--- src/rtl/pipeline_hazard_ctrl_pkg.sv ---
// Shared types for the pipeline hazard controller: forwarding select encodings,
// memory-wait FSM states and the default register index width.
package pipeline_pkg;

  localparam int DEF_REG_ADDR_W = 5;

  typedef logic [1:0] fwd_sel_t;

  localparam fwd_sel_t FWD_REG    = 2'b00;
  localparam fwd_sel_t FWD_EX_MEM = 2'b01;
  localparam fwd_sel_t FWD_MEM_WB = 2'b10;

  typedef enum logic {
    RUN  = 1'b0,
    WAIT = 1'b1
  } mem_wait_state_t;

endpackage

--- src/rtl/pipeline_hazard_ctrl_if.sv ---
// Bundle of pipeline-latch observations and control outputs exchanged between
// the datapath (master) and the hazard controller (slave).
interface pipeline_hazard_ctrl_if
  import pipeline_pkg::*;
#(
  parameter int REG_ADDR_W = DEF_REG_ADDR_W,
  parameter int CNT_W      = 16
);

  logic [REG_ADDR_W-1:0] id_rs;
  logic [REG_ADDR_W-1:0] id_rt;
  logic                  id_uses_rs;
  logic                  id_uses_rt;
  logic                  id_is_branch;
  logic                  branch_taken;
  logic [REG_ADDR_W-1:0] ex_rs;
  logic [REG_ADDR_W-1:0] ex_rt;
  logic [REG_ADDR_W-1:0] ex_rw;
  logic                  ex_reg_write;
  logic                  ex_mem_read;
  logic [REG_ADDR_W-1:0] mem_rw;
  logic                  mem_reg_write;
  logic                  mem_mem_read;
  logic [REG_ADDR_W-1:0] wb_rw;
  logic                  wb_reg_write;
  logic                  mem_req;
  logic                  mem_ready;

  logic                  pc_write;
  logic                  if_id_write;
  logic                  id_ex_write;
  logic                  ex_mem_write;
  logic                  if_id_flush;
  logic                  id_ex_bubble;
  logic                  mem_wb_bubble;
  fwd_sel_t              fwd_sel_a;
  fwd_sel_t              fwd_sel_b;
  logic                  mem_timeout;
  logic [CNT_W-1:0]      stall_cycles;
  logic [CNT_W-1:0]      flush_count;

  modport master (
    output id_rs, id_rt, id_uses_rs, id_uses_rt, id_is_branch, branch_taken,
    output ex_rs, ex_rt, ex_rw, ex_reg_write, ex_mem_read,
    output mem_rw, mem_reg_write, mem_mem_read, wb_rw, wb_reg_write,
    output mem_req, mem_ready,
    input  pc_write, if_id_write, id_ex_write, ex_mem_write,
    input  if_id_flush, id_ex_bubble, mem_wb_bubble,
    input  fwd_sel_a, fwd_sel_b, mem_timeout, stall_cycles, flush_count
  );

  modport slave (
    input  id_rs, id_rt, id_uses_rs, id_uses_rt, id_is_branch, branch_taken,
    input  ex_rs, ex_rt, ex_rw, ex_reg_write, ex_mem_read,
    input  mem_rw, mem_reg_write, mem_mem_read, wb_rw, wb_reg_write,
    input  mem_req, mem_ready,
    output pc_write, if_id_write, id_ex_write, ex_mem_write,
    output if_id_flush, id_ex_bubble, mem_wb_bubble,
    output fwd_sel_a, fwd_sel_b, mem_timeout, stall_cycles, flush_count
  );

endinterface

--- src/rtl/pipeline_hazard_ctrl_fwd_select.sv ---
// EX operand forwarding select for one source register; EX/MEM wins over MEM/WB,
// but a load in EX/MEM has no result yet and falls through to MEM/WB.
module fwd_select
  import pipeline_pkg::*;
#(
  parameter int REG_ADDR_W = DEF_REG_ADDR_W
) (
  input  logic [REG_ADDR_W-1:0] src,
  input  logic [REG_ADDR_W-1:0] ex_mem_rw,
  input  logic                  ex_mem_reg_write,
  input  logic                  ex_mem_mem_read,
  input  logic [REG_ADDR_W-1:0] mem_wb_rw,
  input  logic                  mem_wb_reg_write,
  output fwd_sel_t              sel
);

  logic src_live;
  logic ex_mem_hit;
  logic mem_wb_hit;

  assign src_live   = (src != '0);
  assign ex_mem_hit = src_live && ex_mem_reg_write && (src == ex_mem_rw);
  assign mem_wb_hit = src_live && mem_wb_reg_write && (src == mem_wb_rw);

  always_comb begin
    sel = FWD_REG;
    if (ex_mem_hit && !ex_mem_mem_read) begin
      sel = FWD_EX_MEM;
    end else if (mem_wb_hit) begin
      sel = FWD_MEM_WB;
    end
  end

endmodule

--- src/rtl/pipeline_hazard_ctrl.sv ---
// Hazard, forwarding and stall controller for the five-stage pipeline: load-use
// and branch-operand stalls, taken-branch flush, memory-wait freeze with timeout.
module pipeline_hazard_ctrl
  import pipeline_pkg::*;
#(
  parameter int REG_ADDR_W = DEF_REG_ADDR_W,
  parameter int TIMEOUT    = 16,
  parameter int CNT_W      = 16
) (
  input logic                 clock,
  input logic                 reset,
  pipeline_hazard_ctrl_if.slave hz
);

  localparam int WAIT_W = $clog2(TIMEOUT) + 1;
  localparam logic [WAIT_W-1:0] WAIT_LAST = WAIT_W'(TIMEOUT - 1);

  function automatic logic reg_match(input logic [REG_ADDR_W-1:0] src,
                                     input logic [REG_ADDR_W-1:0] dst,
                                     input logic                  wr);
    return wr && (src != '0) && (src == dst);
  endfunction

  logic id_ex_hit;
  logic id_mem_hit;
  logic load_use;
  logic branch_stall;
  logic stall;
  logic freeze;

  mem_wait_state_t   state, state_nxt;
  logic [WAIT_W-1:0] wait_cnt, wait_cnt_nxt;
  logic              timeout_q, timeout_nxt;
  logic [CNT_W-1:0]  stall_q;
  logic [CNT_W-1:0]  flush_q;

  logic pc_write;
  logic if_id_write;
  logic id_ex_write;
  logic ex_mem_write;
  logic if_id_flush;
  logic id_ex_bubble;
  logic mem_wb_bubble;

  fwd_select #(.REG_ADDR_W(REG_ADDR_W)) u_fwd_a (
    .src              (hz.ex_rs),
    .ex_mem_rw        (hz.mem_rw),
    .ex_mem_reg_write (hz.mem_reg_write),
    .ex_mem_mem_read  (hz.mem_mem_read),
    .mem_wb_rw        (hz.wb_rw),
    .mem_wb_reg_write (hz.wb_reg_write),
    .sel              (hz.fwd_sel_a)
  );

  fwd_select #(.REG_ADDR_W(REG_ADDR_W)) u_fwd_b (
    .src              (hz.ex_rt),
    .ex_mem_rw        (hz.mem_rw),
    .ex_mem_reg_write (hz.mem_reg_write),
    .ex_mem_mem_read  (hz.mem_mem_read),
    .mem_wb_rw        (hz.wb_rw),
    .mem_wb_reg_write (hz.wb_reg_write),
    .sel              (hz.fwd_sel_b)
  );

  assign id_ex_hit  = (hz.id_uses_rs && reg_match(hz.id_rs, hz.ex_rw, hz.ex_reg_write)) ||
                      (hz.id_uses_rt && reg_match(hz.id_rt, hz.ex_rw, hz.ex_reg_write));
  assign id_mem_hit = (hz.id_uses_rs && reg_match(hz.id_rs, hz.mem_rw, hz.mem_reg_write)) ||
                      (hz.id_uses_rt && reg_match(hz.id_rt, hz.mem_rw, hz.mem_reg_write));

  // A branch compares in ID, so it must also wait out any EX result and a load still in MEM.
  assign load_use     = hz.ex_mem_read && id_ex_hit;
  assign branch_stall = hz.id_is_branch && (id_ex_hit || (hz.mem_mem_read && id_mem_hit));
  assign stall        = load_use || branch_stall;
  assign freeze       = hz.mem_req && !hz.mem_ready;

  always_comb begin
    pc_write      = 1'b1;
    if_id_write   = 1'b1;
    id_ex_write   = 1'b1;
    ex_mem_write  = 1'b1;
    if_id_flush   = 1'b0;
    id_ex_bubble  = 1'b0;
    mem_wb_bubble = 1'b0;
    if (freeze) begin
      pc_write      = 1'b0;
      if_id_write   = 1'b0;
      id_ex_write   = 1'b0;
      ex_mem_write  = 1'b0;
      mem_wb_bubble = 1'b1;
    end else if (stall) begin
      pc_write      = 1'b0;
      if_id_write   = 1'b0;
      id_ex_bubble  = 1'b1;
    end else if (hz.branch_taken) begin
      if_id_flush   = 1'b1;
    end
  end

  // Memory-wait FSM: wait_cnt counts frozen cycles and parks at its last value once timed out.
  always_comb begin
    state_nxt    = state;
    wait_cnt_nxt = wait_cnt;
    timeout_nxt  = timeout_q;
    case (state)
      RUN: begin
        if (freeze) begin
          state_nxt    = WAIT;
          wait_cnt_nxt = wait_cnt + 1'b1;
          if (wait_cnt == WAIT_LAST) timeout_nxt = 1'b1;
        end
      end
      WAIT: begin
        if (!freeze) begin
          state_nxt    = RUN;
          wait_cnt_nxt = '0;
        end else if (wait_cnt == WAIT_LAST) begin
          timeout_nxt  = 1'b1;
        end else begin
          wait_cnt_nxt = wait_cnt + 1'b1;
        end
      end
      default: begin
        state_nxt    = RUN;
        wait_cnt_nxt = '0;
      end
    endcase
  end

  always_ff @(posedge clock) begin
    if (reset) begin
      state     <= RUN;
      wait_cnt  <= '0;
      timeout_q <= 1'b0;
    end else begin
      state     <= state_nxt;
      wait_cnt  <= wait_cnt_nxt;
      timeout_q <= timeout_nxt;
    end
  end

  always_ff @(posedge clock) begin
    if (reset) begin
      stall_q <= '0;
      flush_q <= '0;
    end else begin
      if (!pc_write && (stall_q != '1)) stall_q <= stall_q + 1'b1;
      if (if_id_flush && (flush_q != '1)) flush_q <= flush_q + 1'b1;
    end
  end

  assign hz.pc_write      = pc_write;
  assign hz.if_id_write   = if_id_write;
  assign hz.id_ex_write   = id_ex_write;
  assign hz.ex_mem_write  = ex_mem_write;
  assign hz.if_id_flush   = if_id_flush;
  assign hz.id_ex_bubble  = id_ex_bubble;
  assign hz.mem_wb_bubble = mem_wb_bubble;
  assign hz.mem_timeout   = timeout_q;
  assign hz.stall_cycles  = stall_q;
  assign hz.flush_count   = flush_q;

endmodule

--- src/flat_wrapper.sv ---
// flat-port wrapper written by rule: the top's interface ports become plain ports
module pipeline_hazard_ctrl_flat import pipeline_pkg::*;
#(
  parameter int REG_ADDR_W = DEF_REG_ADDR_W,
  parameter int TIMEOUT    = 16,
  parameter int CNT_W      = 16
)
  (clock, reset, hz_id_rs, hz_id_rt, hz_id_uses_rs, hz_id_uses_rt, hz_id_is_branch, hz_branch_taken, hz_ex_rs, hz_ex_rt, hz_ex_rw, hz_ex_reg_write, hz_ex_mem_read, hz_mem_rw, hz_mem_reg_write, hz_mem_mem_read, hz_wb_rw, hz_wb_reg_write, hz_mem_req, hz_mem_ready, hz_pc_write, hz_if_id_write, hz_id_ex_write, hz_ex_mem_write, hz_if_id_flush, hz_id_ex_bubble, hz_mem_wb_bubble, hz_fwd_sel_a, hz_fwd_sel_b, hz_mem_timeout, hz_stall_cycles, hz_flush_count);
  pipeline_hazard_ctrl_if #(.REG_ADDR_W(REG_ADDR_W), .CNT_W(CNT_W)) hz_i ();
  input logic clock;
  input logic reset;
  input wire logic [$bits(hz_i.id_rs)-1:0] hz_id_rs;
  input wire logic [$bits(hz_i.id_rt)-1:0] hz_id_rt;
  input wire logic [$bits(hz_i.id_uses_rs)-1:0] hz_id_uses_rs;
  input wire logic [$bits(hz_i.id_uses_rt)-1:0] hz_id_uses_rt;
  input wire logic [$bits(hz_i.id_is_branch)-1:0] hz_id_is_branch;
  input wire logic [$bits(hz_i.branch_taken)-1:0] hz_branch_taken;
  input wire logic [$bits(hz_i.ex_rs)-1:0] hz_ex_rs;
  input wire logic [$bits(hz_i.ex_rt)-1:0] hz_ex_rt;
  input wire logic [$bits(hz_i.ex_rw)-1:0] hz_ex_rw;
  input wire logic [$bits(hz_i.ex_reg_write)-1:0] hz_ex_reg_write;
  input wire logic [$bits(hz_i.ex_mem_read)-1:0] hz_ex_mem_read;
  input wire logic [$bits(hz_i.mem_rw)-1:0] hz_mem_rw;
  input wire logic [$bits(hz_i.mem_reg_write)-1:0] hz_mem_reg_write;
  input wire logic [$bits(hz_i.mem_mem_read)-1:0] hz_mem_mem_read;
  input wire logic [$bits(hz_i.wb_rw)-1:0] hz_wb_rw;
  input wire logic [$bits(hz_i.wb_reg_write)-1:0] hz_wb_reg_write;
  input wire logic [$bits(hz_i.mem_req)-1:0] hz_mem_req;
  input wire logic [$bits(hz_i.mem_ready)-1:0] hz_mem_ready;
  output wire logic [$bits(hz_i.pc_write)-1:0] hz_pc_write;
  output wire logic [$bits(hz_i.if_id_write)-1:0] hz_if_id_write;
  output wire logic [$bits(hz_i.id_ex_write)-1:0] hz_id_ex_write;
  output wire logic [$bits(hz_i.ex_mem_write)-1:0] hz_ex_mem_write;
  output wire logic [$bits(hz_i.if_id_flush)-1:0] hz_if_id_flush;
  output wire logic [$bits(hz_i.id_ex_bubble)-1:0] hz_id_ex_bubble;
  output wire logic [$bits(hz_i.mem_wb_bubble)-1:0] hz_mem_wb_bubble;
  output wire logic [$bits(hz_i.fwd_sel_a)-1:0] hz_fwd_sel_a;
  output wire logic [$bits(hz_i.fwd_sel_b)-1:0] hz_fwd_sel_b;
  output wire logic [$bits(hz_i.mem_timeout)-1:0] hz_mem_timeout;
  output wire logic [$bits(hz_i.stall_cycles)-1:0] hz_stall_cycles;
  output wire logic [$bits(hz_i.flush_count)-1:0] hz_flush_count;
  assign hz_i.id_rs = hz_id_rs;
  assign hz_i.id_rt = hz_id_rt;
  assign hz_i.id_uses_rs = hz_id_uses_rs;
  assign hz_i.id_uses_rt = hz_id_uses_rt;
  assign hz_i.id_is_branch = hz_id_is_branch;
  assign hz_i.branch_taken = hz_branch_taken;
  assign hz_i.ex_rs = hz_ex_rs;
  assign hz_i.ex_rt = hz_ex_rt;
  assign hz_i.ex_rw = hz_ex_rw;
  assign hz_i.ex_reg_write = hz_ex_reg_write;
  assign hz_i.ex_mem_read = hz_ex_mem_read;
  assign hz_i.mem_rw = hz_mem_rw;
  assign hz_i.mem_reg_write = hz_mem_reg_write;
  assign hz_i.mem_mem_read = hz_mem_mem_read;
  assign hz_i.wb_rw = hz_wb_rw;
  assign hz_i.wb_reg_write = hz_wb_reg_write;
  assign hz_i.mem_req = hz_mem_req;
  assign hz_i.mem_ready = hz_mem_ready;
  assign hz_pc_write = hz_i.pc_write;
  assign hz_if_id_write = hz_i.if_id_write;
  assign hz_id_ex_write = hz_i.id_ex_write;
  assign hz_ex_mem_write = hz_i.ex_mem_write;
  assign hz_if_id_flush = hz_i.if_id_flush;
  assign hz_id_ex_bubble = hz_i.id_ex_bubble;
  assign hz_mem_wb_bubble = hz_i.mem_wb_bubble;
  assign hz_fwd_sel_a = hz_i.fwd_sel_a;
  assign hz_fwd_sel_b = hz_i.fwd_sel_b;
  assign hz_mem_timeout = hz_i.mem_timeout;
  assign hz_stall_cycles = hz_i.stall_cycles;
  assign hz_flush_count = hz_i.flush_count;
  pipeline_hazard_ctrl #(.REG_ADDR_W(REG_ADDR_W), .TIMEOUT(TIMEOUT), .CNT_W(CNT_W)) u_core (.clock(clock), .reset(reset), .hz(hz_i));
endmodule
--- config.mk ---
export PLATFORM = sky130hd
export DESIGN_NAME = pipeline_hazard_ctrl_flat
export DESIGN_NICKNAME = d
export VERILOG_FILES = /design/src/rtl/pipeline_hazard_ctrl_pkg.sv /design/src/rtl/pipeline_hazard_ctrl_if.sv /design/src/rtl/pipeline_hazard_ctrl_fwd_select.sv /design/src/rtl/pipeline_hazard_ctrl.sv /design/src/flat_wrapper.sv
export SDC_FILE = /design/constraint.sdc
export NUM_CORES = 1
export LEC_CHECK = 0
export CORE_ASPECT_RATIO = 1.1
export CORE_MARGIN = 2
export CORE_UTILIZATION = 45
export DETAILED_ROUTE_END_ITERATION = 8
export DONT_BUFFER_PORTS = 1
export GPL_TIMING_DRIVEN = 1
export PLACE_DENSITY = 0.59
export SKIP_LAST_GASP = 1
export SLEW_MARGIN = 20
export SYNTH_ARGS = -nofsm -noshare
export SYNTH_HDL_FRONTEND = slang
export SYNTH_HIERARCHICAL = 1
export SYNTH_SLANG_ARGS = --single-unit
--- constraint.sdc ---
create_clock -name clock -period 4 [get_ports clock]
set_clock_uncertainty 0.15 [all_clocks]
set_input_delay 1.2 -clock clock [delete_from_list [all_inputs] [get_ports clock]]
set_output_delay 1.2 -clock clock [all_outputs]
set_load 0.005 [all_outputs]
==> reports/qor.yml <==
logic_synthesis:
  synth_top_area_share_pct: 30.9
  synth_area_leaders: "dfxtp_1 31%, xnor2_1 13%, a21oi_1 4.6%"
  yosysUniqueCellTypes: 49
  syn_area_um2: 2530
  postSynthAreaPerCell_um2: 8.40
  synth_cells: 301
  yosysTopAreaCell: "dfxtp_1"
  synthArstFlopShare_pct: 0
  yosysMostFrequentCell: "dfxtp_1"
  synth_flop_cell: "dfxtp_1"
  syn-num-nets: 353
  yosysWarningCount: 6
  yosys-top-cells-count: "39 x dfxtp_1, 38 x xnor2_1, 27 x nor2_1"
  ys_ff_latch: 39
  ys_seq_area_share_pct: 30.9
  synth_edf_count: 0
routing:
  drt_wl_total_mm: 5.88
  drt_iter0_drc: 49
  drtPass1Iterations: 4
  viasPerCell: 5.82
  via_count: 2194
  drc: 0
  wl_per_cell_um: 15.6
  ant_nets: 0
worst_hold_path:
  hold_path_class: "register to register"
  hp-start: "u_core/wait_cnt[4]$_SDFFE_PP0P_"
cts:
  cts_max_path_buffers: 2
  worst_skew_pair.late_latency_ns: 0.29
  cts-hold-fix-buffers: 0
  htree_levels: 2
  cts_root_buffer: "clkbuf_8"
  clk_pin_slew_ns: 0.08
  cts_tree: "done"
  cts-buffers-inserted: 5
  clock_sinks: 39
sta:
  hold_viol_final: 0
  slew_headroom_pct: 62.8
  fmax_mhz: 256
  slew_violations: 0
  period_needed_ns: 3.90
  finalSetupViolations: 0
  worst_hold_slack_ns: 0.345
  rsz0062_at_grt: "true"
  setup_slack_ns: 0.100
  worst_pin_slew_ns: 0.544
  period_share_pct: 97.5
placement:
  gp_congestion: 0.830
  portBuffers: 0
  hpwl_mm: 4.49
  dp_slack_ns: 0.0608
cells_and_area:
  antenna_cells: 0
  n_fill_cell: 558
  final_net_count: 354
  drive_gt1_share_pct: 9.27
  area_growth_pct: 7.38
job:
  max-cap-violations: 0
global_route:
  grtUsageTotal_pct: 18.7
  busiest_layer: "met2"
  grt_max_degree: 42
  grt_pass1_vias: 2086
  grt_use_met3_pct: 6.43
  grt_first_pass_wirelength_mm: 9.05
  antenna_found_initial: 0
  grt_overflow_total: 0
  met2_usage_pct: 33.1
  use_met1_pct: 20.9
power_and_ir_drop:
  p_per_area_nw_per_um2: 295
  power.total_mw: 0.801
  p_leak_nw: 0.895
  ir_drop_mv: 0.192
critical_path:
  worst-path-max-fanout: 4
  cp-start-kind: "input port"
  cp_cell_sequence: "or4_1 > o21ai_1 > nor4_1 > o2111ai_4 > nand2_1 > inv_1"
  crit_family: "simple AND/OR/NAND/NOR gates"
  r2r_start: "u_core/hz.flush_count[7]$_SDFFE_PP0P_"
  slowest_stage: "or4_1"
  crit_arrival_ns: 2.55
  worstPathRequired_ns: 2.65
  slowest_delay_ns: 0.53
  startpoint: "hz_id_rt[1]"
  crit_buf_inv: 1
  path_class: "input port to output pin"
  cp-end-kind: "output pin"
die:
  rows: 28
  die_w_um: 75.5
  dieArea_um2: 6230
  io_pins: 92
  start_util_pct: 46.8
  core_um2: 5400
  die_h_um: 82.6
run_status:
  status: "finished clean"
[worst paths after layout]
kind	cells past startpoint	endpoint	slack [ns]
max	6	hz_pc_write	0.10
min	2	u_core/wait_cnt[4]$_SDFFE_PP0P_	0.34
max reg2reg	7	u_core/hz.flush_count[14]$_SDFFE_PP0P_	1.63
min reg2reg	2	u_core/wait_cnt[4]$_SDFFE_PP0P_	0.34
[logic make-up (layout without fill, tap and decap cells)]
logic type | after synthesis | in the layout | synth area share, %
flops | 39 | 39 | 30.9
compound gates | 55 | 55 | 14.9
simple gates | 127 | 127 | 28.9
xor+xnor | 49 | 49 | 17.0
mux | 6 | 6 | 2.57
fa+ha+maj | 4 | 4 | 1.98
buf+inv | 21 | 22 | 3.81
[worst reg2reg max path: cells and delay by family (launching register included)]
family,cells,cell delay [ns]
and+or+nand+nor,5,1.38
DFF,1,0.37
AOI/OAI and AO/OA,2,0.40
[sequential cells by signal (all words and copies together), names as in the netlist]
signal	count
u_core/hz.mem_timeout	1
u_core/hz.stall_cycles	16
u_core/wait_cnt	5
u_core/hz.flush_count	16
u_core/state	1
[stage by stage]
stage	utilization [%]	setup TNS, ns	instance area [µm²]	std cells
6_report	50.3	0	2710	377
5_1_grt	50.3	-0.00316	2710	377
4_1_cts	50.2	0	2710	377
3_5_place_dp	48.2	0	2600	370
3_3_place_gp	48.2	0	2600	370
2_1_floorplan	-	0	2530	301
[layer usage]
layer  wire (µm)  vias up
met5           0        -
met1        2490     1026
li1            -     1093
met2        2790       69
met3         540        6
met4          66        0
[power by group]
part           leakage, nW  switching [mW]  internal (mW)
combinational        0.530          0.0395         0.0437
sequential           0.315         0.00716          0.393
clock               0.0502           0.136          0.182
[area by class of cell]
class	count	area [µm²]	share of cell area [%]
clock buffer	5	68.8	2.54
tap	75	93.8	3.46
sequential	39	781	28.8
multi-input combinational	241	1660	61.1
timing repair buffer	5	37.5	1.38
clock inverter	2	37.5	1.38
inverter	10	37.5	1.38
[timing repair]
item	4_1_cts	5_1_grt
buffers inserted	0	0
resized for setup	0	2
endpoints found under the setup margin	0	1
[layout by cell type (no fill, tap or decap), types with 3 or more instances in the layout]
cell type   n
buf_4       5
nand2_1    16
nor4_1      4
inv_1      10
nand3_1    17
ha_1        4
or3_1       3
dfxtp_1    39
mux2_2      4
o21ai_0     4
a21oi_1    23
xnor2_1    38
o31ai_1     8
clkbuf_8    5
or4_1      12
nor2_1     26
a2111oi_0   3
nand3b_1    3
nor3_2      3
xor2_1     11
and2_1      4
nand4_1    12
and3_1     10
nor2b_1     5
Power figures use the tool's default switching activity.
